[src/rtl/multiplicador_pkg.sv]
// Shared constants for the shift-add multiplier family: default widths and the
// state encoding used by the sequencer, control unit and datapath.
package multiplicador_pkg;

    localparam int unsigned N_DEFAULT       = 4;
    localparam int unsigned TIMEOUT_DEFAULT = 64;

    localparam logic [1:0] IDLE    = 2'd0;
    localparam logic [1:0] START   = 2'd1;
    localparam logic [1:0] RELEASE = 2'd2;
    localparam logic [1:0] OUT     = 2'd3;

    typedef enum logic [1:0] {
        StIdle    = IDLE,
        StStart   = START,
        StRelease = RELEASE,
        StOut     = OUT
    } state_t;

endpackage

[src/rtl/multiplicador_seq_if.sv]
// Operand/result channels and multiplier handshake seen by the sequencer.
// master: the sequencer. slave: producer, multiplier and consumer side.
interface multiplicador_seq_if import multiplicador_pkg::*; #(
    parameter int unsigned N = N_DEFAULT
) ();

    logic           in_valid;
    logic           in_ready;
    logic [N-1:0]   in_a;
    logic [N-1:0]   in_b;
    logic           mul_start;
    logic [N-1:0]   mul_a;
    logic [N-1:0]   mul_b;
    logic           mul_done;
    logic [2*N-1:0] mul_prod;
    logic           out_valid;
    logic           out_ready;
    logic [2*N-1:0] out_prod;
    logic           out_err;

    modport master (
        input  in_valid, in_a, in_b, mul_done, mul_prod, out_ready,
        output in_ready, mul_start, mul_a, mul_b, out_valid, out_prod, out_err
    );

    modport slave (
        output in_valid, in_a, in_b, mul_done, mul_prod, out_ready,
        input  in_ready, mul_start, mul_a, mul_b, out_valid, out_prod, out_err
    );

endinterface

[src/rtl/multiplicador_timer.sv]
// Watchdog counter: counts enabled cycles from a clear, saturating at
// TIMEOUT-1 where the terminal-count flag is raised.
module multiplicador_timer #(
    parameter int unsigned TIMEOUT = 64
) (
    input  logic clk,
    input  logic rst,
    input  logic clr,
    input  logic en,
    output logic tc
);

    localparam int unsigned W = (TIMEOUT > 2) ? $clog2(TIMEOUT) : 1;
    localparam logic [W-1:0] LAST = W'(TIMEOUT - 1);

    logic [W-1:0] cnt_q;

    // Clear wins over enable; hold at the terminal count
    always_ff @(posedge clk or negedge rst) begin
        if (!rst) begin
            cnt_q <= '0;
        end else if (clr) begin
            cnt_q <= '0;
        end else if (en && !tc) begin
            cnt_q <= cnt_q + W'(1);
        end
    end

    // Flag decoded from the count register only
    always_comb begin
        tc = (cnt_q == LAST);
    end

endmodule

[src/rtl/multiplicador_seq.sv]
// Operand sequencer in front of the shift-add multiplier. Holds operands,
// runs the four-phase start/done handshake, captures the product and offers
// it downstream. A watchdog turns a silent or stuck multiplier into an error.
module multiplicador_seq import multiplicador_pkg::*; #(
    parameter int unsigned N       = N_DEFAULT,
    parameter int unsigned TIMEOUT = TIMEOUT_DEFAULT
) (
    input  logic                clk,
    input  logic                rst,
    multiplicador_seq_if.master bus,
    output logic                busy,
    output logic [7:0]          ops_cnt
);

    state_t         state_q;
    logic [N-1:0]   a_q;
    logic [N-1:0]   b_q;
    logic [2*N-1:0] prod_q;
    logic           err_q;
    logic [7:0]     ops_q;

    logic wd_clr;
    logic wd_en;
    logic wd_tc;

    // Watchdog runs in START and RELEASE, restarting on every phase entry
    always_comb begin
        wd_en  = (state_q == StStart) || (state_q == StRelease);
        wd_clr = (state_q == StIdle) ||
                 ((state_q == StStart) && (bus.mul_done || wd_tc));
    end

    multiplicador_timer #(
        .TIMEOUT (TIMEOUT)
    ) u_timer (
        .clk (clk),
        .rst (rst),
        .clr (wd_clr),
        .en  (wd_en),
        .tc  (wd_tc)
    );

    // Sequencer FSM with its registered operand/result state
    always_ff @(posedge clk or negedge rst) begin
        if (!rst) begin
            state_q <= StIdle;
            a_q     <= '0;
            b_q     <= '0;
            prod_q  <= '0;
            err_q   <= 1'b0;
            ops_q   <= '0;
        end else begin
            unique case (state_q)
                StIdle: begin
                    if (bus.in_valid) begin
                        a_q     <= bus.in_a;
                        b_q     <= bus.in_b;
                        err_q   <= 1'b0;
                        state_q <= StStart;
                    end
                end
                StStart: begin
                    if (bus.mul_done) begin
                        prod_q  <= bus.mul_prod;
                        state_q <= StRelease;
                    end else if (wd_tc) begin
                        err_q   <= 1'b1;
                        prod_q  <= '0;
                        state_q <= StRelease;
                    end
                end
                StRelease: begin
                    if (!bus.mul_done) begin
                        state_q <= StOut;
                    end else if (wd_tc) begin
                        // Product already captured; keep it, flag the stuck done
                        err_q   <= 1'b1;
                        state_q <= StOut;
                    end
                end
                StOut: begin
                    if (bus.out_ready) begin
                        if (!err_q) begin
                            ops_q <= ops_q + 8'd1;
                        end
                        state_q <= StIdle;
                    end
                end
                default: state_q <= StIdle;
            endcase
        end
    end

    // Outputs come from registers or state decode only
    always_comb begin
        bus.in_ready  = (state_q == StIdle);
        bus.mul_start = (state_q == StStart);
        bus.out_valid = (state_q == StOut);
        bus.mul_a     = a_q;
        bus.mul_b     = b_q;
        bus.out_prod  = prod_q;
        bus.out_err   = err_q;
        busy          = (state_q != StIdle);
        ops_cnt       = ops_q;
    end

endmodule

[src/flat_wrapper.sv]
// flat-port wrapper written by rule: the top's interface ports become plain ports
module multiplicador_seq_flat import multiplicador_pkg::*;
#(
    parameter int unsigned N       = N_DEFAULT,
    parameter int unsigned TIMEOUT = TIMEOUT_DEFAULT
)
  (clk, rst, busy, ops_cnt, bus_in_valid, bus_in_a, bus_in_b, bus_mul_done, bus_mul_prod, bus_out_ready, bus_in_ready, bus_mul_start, bus_mul_a, bus_mul_b, bus_out_valid, bus_out_prod, bus_out_err);
  multiplicador_seq_if #(.N(N)) bus_i ();
  input  logic clk;
  input  logic rst;
  output logic busy;
  output logic [7:0] ops_cnt;
  input wire logic [$bits(bus_i.in_valid)-1:0] bus_in_valid;
  input wire logic [$bits(bus_i.in_a)-1:0] bus_in_a;
  input wire logic [$bits(bus_i.in_b)-1:0] bus_in_b;
  input wire logic [$bits(bus_i.mul_done)-1:0] bus_mul_done;
  input wire logic [$bits(bus_i.mul_prod)-1:0] bus_mul_prod;
  input wire logic [$bits(bus_i.out_ready)-1:0] bus_out_ready;
  output wire logic [$bits(bus_i.in_ready)-1:0] bus_in_ready;
  output wire logic [$bits(bus_i.mul_start)-1:0] bus_mul_start;
  output wire logic [$bits(bus_i.mul_a)-1:0] bus_mul_a;
  output wire logic [$bits(bus_i.mul_b)-1:0] bus_mul_b;
  output wire logic [$bits(bus_i.out_valid)-1:0] bus_out_valid;
  output wire logic [$bits(bus_i.out_prod)-1:0] bus_out_prod;
  output wire logic [$bits(bus_i.out_err)-1:0] bus_out_err;
  assign bus_i.in_valid = bus_in_valid;
  assign bus_i.in_a = bus_in_a;
  assign bus_i.in_b = bus_in_b;
  assign bus_i.mul_done = bus_mul_done;
  assign bus_i.mul_prod = bus_mul_prod;
  assign bus_i.out_ready = bus_out_ready;
  assign bus_in_ready = bus_i.in_ready;
  assign bus_mul_start = bus_i.mul_start;
  assign bus_mul_a = bus_i.mul_a;
  assign bus_mul_b = bus_i.mul_b;
  assign bus_out_valid = bus_i.out_valid;
  assign bus_out_prod = bus_i.out_prod;
  assign bus_out_err = bus_i.out_err;
  multiplicador_seq #(.N(N), .TIMEOUT(TIMEOUT)) u_core (.clk(clk), .rst(rst), .bus(bus_i), .busy(busy), .ops_cnt(ops_cnt));
endmodule
[config.mk]
export PLATFORM = sky130hd
export DESIGN_NAME = multiplicador_seq_flat
export DESIGN_NICKNAME = d
export VERILOG_FILES = /design/src/rtl/multiplicador_pkg.sv /design/src/rtl/multiplicador_seq_if.sv /design/src/rtl/multiplicador_timer.sv /design/src/rtl/multiplicador_seq.sv /design/src/flat_wrapper.sv
export SDC_FILE = /design/constraint.sdc
export NUM_CORES = 1
export LEC_CHECK = 0
export ABC_CLOCK_PERIOD_IN_PS = 1300
export BUFFER_PORTS_ARGS = -buffer_cell sky130_fd_sc_hd__buf_2
export CAP_MARGIN = 40
export CORE_MARGIN = 2
export CORE_UTILIZATION = 45
export DETAILED_ROUTE_END_ITERATION = 10
export PLACE_DENSITY = 0.84
export RECOVER_POWER = 25
export SYNTH_ARGS = -nofsm -noshare
export SYNTH_HDL_FRONTEND = slang
export SYNTH_SLANG_ARGS = --single-unit
[constraint.sdc]
create_clock -name clk -period 1.3 [get_ports clk]
set_input_delay 0.13 -clock clk [delete_from_list [all_inputs] [get_ports clk]]
set_output_delay 0.13 -clock clk [all_outputs]
set_load 0.05 [all_outputs]
# ---- Word-level counts from Yosys, hierarchy flattened
# Index checks and enable logic that the tools add are counted.
dict set report classes {
  bitwise 1
  mux 16
  n_reduce_logical 16
  n_eq_ne 10
  addsub 2
}
# operator count
set ops {}
lappend ops {{two-way mux 8 bit} 2}
lappend ops {{two-way mux 2 bit} 6}
lappend ops {{two-way mux 6 bit} 2}
lappend ops {{adder 8 x 1 -> 8 bit (second input constant)} 1}
lappend ops {{inequality test 2 bit (second input constant)} 4}
lappend ops {{one-hot mux 2 bit (4 select lines)} 1}
lappend ops {{AND reduction 4 bit} 2}
lappend ops {{adder 6 x 1 -> 6 bit (second input constant)} 1}
lappend ops {{== test 6 bit (second input constant)} 1}
lappend ops {{nonzero test 2 bit} 3}
lappend ops {{== test 2 bit (second input constant)} 2}
lappend ops {{two-way mux 1 bit} 4}
lappend ops {{AND reduction 2 bit} 2}
lappend ops {{logical OR 1 bit} 3}
lappend ops {{inequality test 3 x 2 -> 1 bit (second input constant)} 1}
lappend ops {{inequality test 3 bit (second input constant)} 1}
lappend ops {{one-hot mux 1 bit (3 select lines)} 1}
lappend ops {{AND reduction 3 bit} 1}
lappend ops {{nonzero test 3 bit} 1}
lappend ops {{== test 2 x 1 -> 1 bit (second input constant)} 1}
lappend ops {{logical AND 1 bit} 2}
lappend ops {{zero test 2 bit} 1}
lappend ops {{zero test 1 bit} 1}
lappend ops {{inverter 1 bit} 1}
dict set report word_totals {
  wordCells 52
  ff_bits 33
  output_inout_bits 29
  input_bits 21
}

# ---- Depth between registers and ports, before layout
# Gate-level depths: netlist of the first run.
dict set report depth {
  depth_word 5
  depth_mapped 7
  mapped_depth_nobuf 6
}

# ---- Hierarchy
# A second synthesis of the first run with hierarchy kept.
dict set report hier_totals {
  hier_cells 127
  hier_area_um2 1585.3
}
# module area_each_um2 cells_per_inst n_inst
set modules_own_cells {}
lappend modules_own_cells {multiplicador_seq 1204.9 88 1}
lappend modules_own_cells {multiplicador_timer 380.4 39 1}

# ---- Least setup slack after synthesis of the first run
# OpenSTA, ideal clock, no wires.
dict set report synth_path {
  path_kind {register to register}
  from {register u_core.state_q[0]}
  to {register u_core.a_q[0], in the netlist u_core.bus.mul_a[0]}
  n_path_buf 0
  setup_ps 128
  path_slack_ps -519
  arrival_ps 1691
  path_stages_with_launch 5
  path_cell_list {dfrtp_1 -> inv_1 -> ha_1 -> nand2_2 -> mux2_1}
}
dict set report synth_between {
  elab_chain_len 2
}
# element line
set synth_lines {}
lappend synth_lines {{from (decl)} multiplicador_seq.sv:15} ;# state_t state_q;
lappend synth_lines {{from (signal assigned)} multiplicador_seq.sv:46} ;# state_q <= StIdle;
lappend synth_lines {{from (signal assigned)} multiplicador_seq.sv:59} ;# state_q <= StStart;
lappend synth_lines {{from (signal assigned)} multiplicador_seq.sv:65} ;# state_q <= StRelease;
lappend synth_lines {{zero test 2 bit} -}
lappend synth_lines {{via bus_in_ready} flat_wrapper.sv:19} ;# output wire logic [$bits(bus_i.in_ready)-1:0] bus_in_ready;
lappend synth_lines {{AND reduction 2 bit (no line)} -}
lappend synth_lines {{to (signal assigned)} multiplicador_seq.sv:56} ;# a_q <= bus.in_a;
lappend synth_lines {{to (decl)} multiplicador_seq.sv:16} ;# logic [N-1:0] a_q;
# The timed path passes the listed nets, and every way through them passes these cells.
# A chain may end at the register's enable or synchronous reset.

# ---- Final worst setup path of the first run
dict set report layout_path {
  from {register u_core.state_q[0]}
  to {output port busy}
}
dict set report layout_between {
  elab_chain_len 1
}
# element line
set layout_lines {}
lappend layout_lines {{nonzero test 2 bit} multiplicador_seq.sv:103} ;# busy = (state_q != StIdle);
lappend layout_lines {{to (decl)} flat_wrapper.sv:11} ;# output logic busy;
# No other way between the ends.

==> impl_metrics.json, run 1 <==
{
  "hold_viol": 1,
  "place_inst": 238,
  "worst_pin_slew_ns": 0.955,
  "fin_ws_ns": -0.196,
  "status": "finished with violations",
  "violations": "hold timing, setup timing",
  "syn_inst": 129,
  "placed_area_um2": 2020,
  "fmax_mhz": 668,
  "power.density_nw_per_um2": 2660,
  "p_sw_frac": 0.506,
  "start_util": 0.468,
  "track_usage": 0.224,
  "cp-start-kind": "register",
  "core-area_um2": 3340,
  "grt_max_degree": 19,
  "cp.arrival_ns": 1.37,
  "synthesis.area_um2": 1560,
  "row_count": 21,
  "finalInstanceArea_um2": 2370,
  "final_cells": 262,
  "p_int_mw": 3.12,
  "finalSetupViolCount": 24,
  "vias": 1356,
  "cts_sinks": 33,
  "die_h_um": 62.9,
  "cts_buffer_depth": 2,
  "p_seq_frac": 0.271,
  "grt_overflow": 0,
  "vdd_drop_max_mv": 1.74,
  "cts_max_level": 2,
  "relSlewSlack": 0.363,
  "synth.top_cells.by_count": "33 x dfrtp_1, 11 x nand2_1, 9 x nand4_1",
  "rsz0062_at_grt": "yes",
  "synth_warnings": 0,
  "hold_ws_ns": -0.000530,
  "synth-edff-count": 0,
  "max_cap_viol_count": 0,
  "antenna_left": 0,
  "finClkSkew_ns": 0.00703,
  "yosys-top-cells-area": "dfrtp_1 53%, mux2_1 5.8%, ha_1 5.6%",
  "synth_seq_cells": 33,
  "required_ns": 1.17,
  "antenna_found_initial": 0,
  "dp_hpwl_um": 2470,
  "io_buffer_count": 49,
  "cts_tree": "built",
  "place_congestion": 0.832,
  "seq_area_frac_synth": 0.528,
  "path_clk_slew_ns": 0.11,
  "synthFlopType": "dfrtp_1",
  "power.total_mw": 6.32,
  "avgRoutedWirePerCell_um": 15.7,
  "viasPerCell": 5.18,
  "setup-tns-final_ns": -2.09,
  "syn_nets": 157,
  "clock_power_share": 0.091,
  "crit_path_max_fanout": 4,
  "area_growth_pct": 51.7,
  "num_io_pins": 50,
  "grt_pass1_wl_um": 6830,
  "first_pass_iters": 4,
  "synthArstFlopShare": 1.00,
  "synth.most_common_cell": "dfrtp_1",
  "synth_area_per_cell_um2": 12.1,
  "nNetsFinal": 243,
  "cts.root.buffer_cell": "clkbuf_4",
  "route.detailed.drc": 0,
  "switchingPower_mw": 3.20,
  "grt_pass1_vias": 1411,
  "period_share": 1.15,
  "drt-initial-drc-count": 61,
  "finalMaxSlewViolations": 0,
  "chipWidth_um": 62.9,
  "routed_wl_um": 4120,
  "synth_top_cell_area_share": 0.528,
  "drive_gt1_frac": 0.532,
  "yosysTopAreaCell": "dfrtp_1",
  "diodes": 0,
  "critPathKind": "reg2out",
  "ys_types": 30,
  "cp-end-kind": "output port",
  "clk_latency_ns": 0.35,
  "p_leak_nw": 1.12,
  "numCtsBuffers": 5,
  "worstHoldPathType": "in2reg",
  "die-area_um2": 3960,
  "combPwrFrac": 0.638,
  "min_period_ns": 1.50
}
logic make-up (layout without fill, tap and decap cells):
family                     Yosys count  after routing  share of synthesized area
AOI/OAI and AO/OA                   20             20                      0.110
and+or+nand+nor                     43             43                      0.166
xor gates and xnor gates             7              7                     0.0392
muxes                               11             11                     0.0769
DFF                                 33             33                      0.528
adders and majority gates            7              7                     0.0560
buffers and inverters                8             95                     0.0240
critical path: stages (launching register included):
cell and delay (ns):
dfrtp_2 0.48, inv_4 0.10, ha_4 0.16, buf_6 0.12, inv_4 0.03, buf_8 0.13
sequential cells by signal, indices dropped and copies added (netlist names):
| signal | flops |
|---|---|
| u_core.bus.mul_b | 4 |
| u_core.bus.mul_a | 4 |
| u_core.u_timer.cnt_q | 6 |
| u_core.ops_cnt | 8 |
| u_core.state_q | 2 |
| u_core.bus.out_prod | 8 |
| u_core.bus.out_err | 1 |
routing by layer:
metal  wire length, um  vias to the layer above  track usage
met4                64                        0       0.0944
met1              1660                      665        0.263
met2              2210                       49        0.396
met3               180                        7       0.0450
met5                 0                        -            0
li1                  -                      635            -
power groups by stage:
stage | logic, mW | clock network [mW] | registers (mW)
floorplan | 1.45 | 0 | 2.77
global placement | 3.25 | 0 | 1.70
detailed placement | 3.29 | 0 | 1.72
CTS | 3.71 | 0.579 | 1.70
global route | 4.21 | 0.627 | 1.78
finish | 4.03 | 0.575 | 1.71
metrics by stage:
step | util | worst slack (ns)
after global routing | 0.711 | -0.232
after detailed placement | 0.605 | -0.170
final | 0.711 | -0.196
after CTS | 0.683 | -0.186
after global placement | 0.605 | -0.106
after floorplan | - | -0.163
cell usage in the layout, fill, tap and decap left out, types with 2 or more instances in the layout:
| cell type | count |
|---|---|
| nand2_2 | 5 |
| nand2_1 | 7 |
| buf_8 | 3 |
| a21oi_1 | 4 |
| nor2_1 | 3 |
| a22o_1 | 8 |
| and3_1 | 3 |
| buf_6 | 7 |
| dfrtp_1 | 30 |
| mux2i_1 | 2 |
| buf_4 | 15 |
| dlygate4sd3_1 | 9 |
| clkbuf_4 | 6 |
| nor2_4 | 5 |
| ha_1 | 2 |
| ha_4 | 4 |
| nand4_1 | 9 |
| mux2_1 | 8 |
| clkinv_2 | 2 |
| o21ai_1 | 2 |
| xnor2_1 | 7 |
| dfrtp_2 | 3 |
| inv_1 | 3 |
| inv_4 | 3 |
| buf_2 | 43 |
worst paths after layout:
check | slack [ns] | end | cells past startpoint | startpoint
worst max-delay path | -0.20 | busy | 5 | u_core.state_q[0]
worst min-delay path | -0.0005 | u_core.bus.out_prod[6] | 2 | bus_mul_prod[6]
worst max register to register | -0.17 | u_core.state_q[0] | 6 | u_core.state_q[0]
worst min register to register | 0.48 | u_core.ops_cnt[7] | 1 | u_core.ops_cnt[7]
max in group asynchronous | 0.19 | u_core.ops_cnt[7] | 3 | rst
min in group asynchronous | 0.44 | u_core.bus.mul_a[3] | 2 | rst
layout make-up:
cell class | instances | area [um^2]
clock inverter | 3 | 17.5
timing repair buffer | 80 | 573
clock buffer | 5 | 37.5
tap | 46 | 57.6
multi-input combinational | 88 | 822
inverter | 7 | 33.8
sequential | 33 | 830
fill | 222 | 966
what timing repair did:
item                                    4_1_cts  5_1_grt
endpoints found under the hold margin        23        1
resized for setup                            25       15
pin swaps                                    15        7
hold buffers                                  8        1
buffers inserted                              4        4
endpoints found under the setup margin       32       35
No activity file was read; power rests on OpenSTA's default activity.
==> run 2: changes to the inputs <==
Settings changed: SKIP_LAST_GASP from default to 1.
==> run 2 against run 1 <==
The run ends with setup timing left. Largest cell class is now multi-input gates. Total power up 3.4%. Non-clock buffer count up 3. Global-route usage down 0.28 points. Clock-buffer cell count unchanged. Highest routed layer unchanged. Maximum frequency down 7.7%. Register-to-register slack worse by 0.15 ns. Sequential cell count unchanged. Design area up 1.3%. Via count up 0.74%. Core utilization up 0.94 points. Worst hold slack better by 0.0092 ns. Critical path type is now reg2reg. Die area unchanged.
==> impl_metrics.json, run 2 (synthesis results as in run 1) <==
{
  "status": "finished with violations",
  "violations": "setup timing",
  "diodes": 0,
  "gr-usage-met1": 0.268,
  "grt.busiest_layer": "met2",
  "relSlewSlack": 0.359,
  "hold_viol": 0,
  "hold_path_depth": 2,
  "vias": 1366,
  "rr_worst_depth": 6,
  "required_ns": 1.57,
  "cts_tree": "built",
  "grt_max_degree": 19,
  "num_io_pins": 50,
  "viasPerCell": 5.15,
  "postLayoutCoreUtil": 0.720,
  "max_cap_viol_count": 0,
  "grt_pass1_wl_um": 6750,
  "clk_latency_ns": 0.34,
  "vdd_drop_max_mv": 1.38,
  "numCtsBuffers": 5,
  "area_growth_pct": 53.7,
  "finClkSkew_ns": 0.0100,
  "gr-usage-met3": 0.0450,
  "start_util": 0.468,
  "r2r_start": "u_core.state_q[0]",
  "routed_wl_um": 4580,
  "finalSetupViolCount": 34,
  "power.total_mw": 6.53,
  "worst_pin_slew_ns": 0.962,
  "first_pass_iters": 4,
  "cts.root.buffer_cell": "clkbuf_4",
  "final_common_cell": "buf_2",
  "hold_end": "u_core.bus.out_prod[6]",
  "cp-end-kind": "register",
  "place_congestion": 0.832,
  "worstHoldPathType": "in2reg",
  "cp-start-kind": "register",
  "p_leak_nw": 1.18,
  "fin_ws_ns": -0.321,
  "hold_ws_ns": 0.00869,
  "fmax_mhz": 617,
  "rsz0062_at_grt": "yes",
  "cts_max_level": 2,
  "critPathKind": "reg2reg",
  "r2r-end": "u_core.bus.out_err",
  "hold_start": "bus_mul_prod[6]",
  "cp.arrival_ns": 1.89,
  "crit_path_max_fanout": 4,
  "io_buffer_count": 49,
  "antenna_found_initial": 0,
  "grt_pass1_vias": 1411,
  "antenna_left": 0,
  "power.density_nw_per_um2": 2720,
  "nNetsFinal": 246,
  "die-area_um2": 3960,
  "avgRoutedWirePerCell_um": 17.3,
  "finalMaxSlewViolations": 0,
  "drive_gt1_frac": 0.562,
  "grt_overflow": 0,
  "route.detailed.drc": 0,
  "drt-initial-drc-count": 73,
  "cts_buffer_depth": 2,
  "cts_sinks": 33,
  "chipWidth_um": 62.9,
  "setup-tns-final_ns": -4.29,
  "use_met2": 0.375,
  "dp_hpwl_um": 2470,
  "path_clk_slew_ns": 0.11,
  "period_share": 1.25,
  "core-area_um2": 3340,
  "final_cell_mix": "44 x buf_2, 30 x dfrtp_1, 18 x buf_4",
  "min_period_ns": 1.62,
  "track_usage": 0.221,
  "ff2ff_setup_slack_ns": -0.32,
  "die_h_um": 62.9,
  "row_count": 21
}
[run 2: how the worst max path moves through the flow]
stage | endpoint | start | cells after the start | slack [ns]
floorplan | u_core.u_timer.cnt_q[5] | u_core.state_q[1] | 7 | -0.16
global placement | u_core.bus.out_err | u_core.state_q[0] | 5 | -0.11
detailed placement | u_core.bus.out_err | u_core.state_q[1] | 6 | -0.17
CTS | bus_out_valid | u_core.state_q[1] | 4 | -0.19
global route | u_core.bus.out_err | u_core.state_q[1] | 6 | -0.36
finish | u_core.bus.out_err | u_core.state_q[0] | 6 | -0.32
[run 2: final cells by class]
type / instances / area [um^2]
clock buffer: 5 / 37.5
fill: 219 / 935
inverter: 7 / 33.8
tap: 46 / 57.6
timing repair buffer: 83 / 577
multi-input combinational: 88 / 850
clock inverter: 3 / 17.5
sequential: 33 / 830
[run 2: power breakdown]
part           switching (mW)  total, mW  internal, mW
Sequential              0.308       1.72          1.41
Clock                   0.371      0.575         0.204
Combinational            2.64       4.24          1.60
Total                    3.32       6.53          3.22
[run 2: layer usage]
layer / vias up / share of wire
met4: 0 / 0.031
met5: - / 0
met1: 668 / 0.41
met2: 45 / 0.52
li1: 639 / -
met3: 14 / 0.038
[run 2: metrics by stage]
step | instance area (um^2) | cells | worst slack [ns]
floorplan | 1620 | 129 | -0.163
global placement | 2020 | 238 | -0.106
detailed placement | 2020 | 238 | -0.170
CTS | 2270 | 257 | -0.186
global route | 2400 | 265 | -0.365
finish | 2400 | 265 | -0.321
[run 2: timing repair]
| item | CTS | global route |
|---|---|---|
| buffers inserted | 4 | 9 |
| hold endpoints to repair | 23 | 1 |
| hold buffers | 8 | 1 |
| setup endpoints to repair | 32 | 36 |
| pin swaps | 14 | 9 |
| resized for setup | 22 | 22 |
[run 2: critical path, stage by stage, from the launching register on]
cell	delay, ns
dfrtp_2	0.45
buf_4	0.15
ha_4	0.15
and2_4	0.15
a2111oi_4	0.36
a21oi_2	0.14
a21oi_2	0.14
==> run 3: changes to the inputs <==
Settings changed: CTS_BUF_LIST from default to sky130_fd_sc_hd__clkbuf_8 sky130_fd_sc_hd__clkbuf_16.
==> run 3 against run 2 <==
The flow still finishes with violations (setup timing). Non-clock buffer count is 9 lower. Wire length down 14%. Register-to-register slack improved by 0.12 ns. Maximum frequency up 8.0%. Clock power up 29%. Critical path type unchanged.
==> impl_metrics.json, run 3 (synthesis results as in run 1) <==
{
  "grt_pass1_wl_um": 6030,
  "rr_worst_depth": 6,
  "r2r-end": "u_core.bus.out_err",
  "min_period_ns": 1.50,
  "finClkSkew_ns": 0.00432,
  "chipWidth_um": 62.9,
  "die_h_um": 62.9,
  "cts.root.buffer_cell": "clkbuf_8",
  "cts_sinks": 33,
  "nNetsFinal": 237,
  "worstHoldPathType": "in2reg",
  "drive_gt1_frac": 0.567,
  "final_cells": 256,
  "place_inst": 238,
  "fin_ws_ns": -0.201,
  "cts_tree": "built",
  "fmax_mhz": 666,
  "antenna_left": 0,
  "regArea_um2": 830,
  "hold_start": "bus_in_a[3]",
  "path_clk_slew_ns": 0.07,
  "avgRoutedWirePerCell_um": 15.4,
  "finalMaxSlewViolations": 0,
  "required_ns": 1.50,
  "postLayoutCoreUtil": 0.700,
  "r2r_start": "u_core.state_q[0]",
  "grt_pass1_vias": 1316,
  "cp.arrival_ns": 1.70,
  "crit_path_max_fanout": 4,
  "power.density_nw_per_um2": 2760,
  "grt_overflow": 0,
  "clk_latency_ns": 0.28,
  "placed_area_um2": 2020,
  "vdd_drop_max_mv": 1.39,
  "io_buffer_count": 49,
  "finalSetupViolCount": 35,
  "multi_input_area_um2": 813,
  "area_growth_pct": 49.6,
  "preCtsSetupSlack_ns": -0.170,
  "start_util": 0.468,
  "period_share": 1.15,
  "grt_max_degree": 19,
  "worst_pin_slew_ns": 0.448,
  "dp_hpwl_um": 2470,
  "status": "finished with violations",
  "diodes": 0,
  "track_usage": 0.192,
  "routed_wl_um": 3950,
  "vias": 1325,
  "numCtsBuffers": 5,
  "relSlewSlack": 0.701,
  "place_congestion": 0.832,
  "viasPerCell": 5.18,
  "max_cap_viol_count": 0,
  "finalInstanceArea_um2": 2340,
  "critPathKind": "reg2reg",
  "ff2ff_setup_slack_ns": -0.20,
  "rsz0062_at_grt": "yes",
  "final_common_cell": "buf_2",
  "die-area_um2": 3960,
  "core-area_um2": 3340,
  "final_cell_mix": "44 x buf_2, 30 x dfrtp_1, 16 x buf_4, 9 x nand4_1",
  "first_pass_iters": 4,
  "cts_max_level": 2,
  "drt-initial-drc-count": 71,
  "route.detailed.drc": 0,
  "violations": "setup timing",
  "hold_viol": 0,
  "hold_end": "u_core.bus.mul_a[3]",
  "cp-start-kind": "register",
  "num_io_pins": 50,
  "cts_buffer_depth": 2,
  "cp-end-kind": "register",
  "row_count": 21,
  "power.total_mw": 6.46,
  "hold_path_depth": 2,
  "antenna_found_initial": 0,
  "nFillCells": 239,
  "p_leak_nw": 1.12
}
[run 3: critical path: stages, from the launching register on]
cell and delay (ns):
dfrtp_2 0.44, inv_2 0.08, ha_4 0.18, and2b_2 0.23, a2111oi_4 0.24, a21oi_1 0.13, a21oi_1 0.13
[run 3: worst max path at each step]
stage	startpoint	end	slack, ns	cells after the start
finish	u_core.state_q[0]	u_core.bus.out_err	-0.20	6
detailed placement	u_core.state_q[1]	u_core.bus.out_err	-0.17	6
floorplan	u_core.state_q[1]	u_core.u_timer.cnt_q[5]	-0.16	7
CTS	u_core.state_q[0]	u_core.bus.out_err	-0.14	6
global placement	u_core.state_q[0]	u_core.bus.out_err	-0.11	5
global route	u_core.state_q[0]	u_core.bus.out_err	-0.26	6
[run 3: report_power, final]
group          internal, mW  leakage (nW)  switching [mW]
sequential             1.41         0.416           0.309
combinational          1.51         0.664            2.48
clock                 0.369        0.0439           0.375
total                  3.30          1.12            3.16
[run 3: layer usage]
layer,part of all wire,vias up,global-route usage
met1,0.42,660,0.244
met5,0,-,0
li1,-,622,-
met3,0.036,11,0.0378
met4,0.023,0,0.0583
met2,0.52,32,0.330
[run 3: through the flow]
step | hold WS (ns) | setup TNS [ns]
2_1_floorplan | -0.166 | -3.20
3_3_place_gp | 0.0790 | -0.979
3_5_place_dp | 0.0751 | -1.99
4_1_cts | 0.0599 | -1.20
5_1_grt | 0.0652 | -4.90
6_report | 0.0605 | -2.91
[run 3: final cells by class]
class / count / share of cell area
Clock buffer: 5 / 0.0294
Multi-Input combinational cell: 88 / 0.348
Clock inverter: 3 / 0.00749
Sequential cell: 33 / 0.355
Tap cell: 46 / 0.0246
Timing Repair Buffer: 74 / 0.222
Inverter: 7 / 0.0134
[run 3: repair_timing]
item                       CTS  global route
hold buffers                 1             0
pin swaps                   12            13
buffers inserted             2             8
setup endpoints to repair   32            34
resized for setup           16            26
hold endpoints to repair    16             0
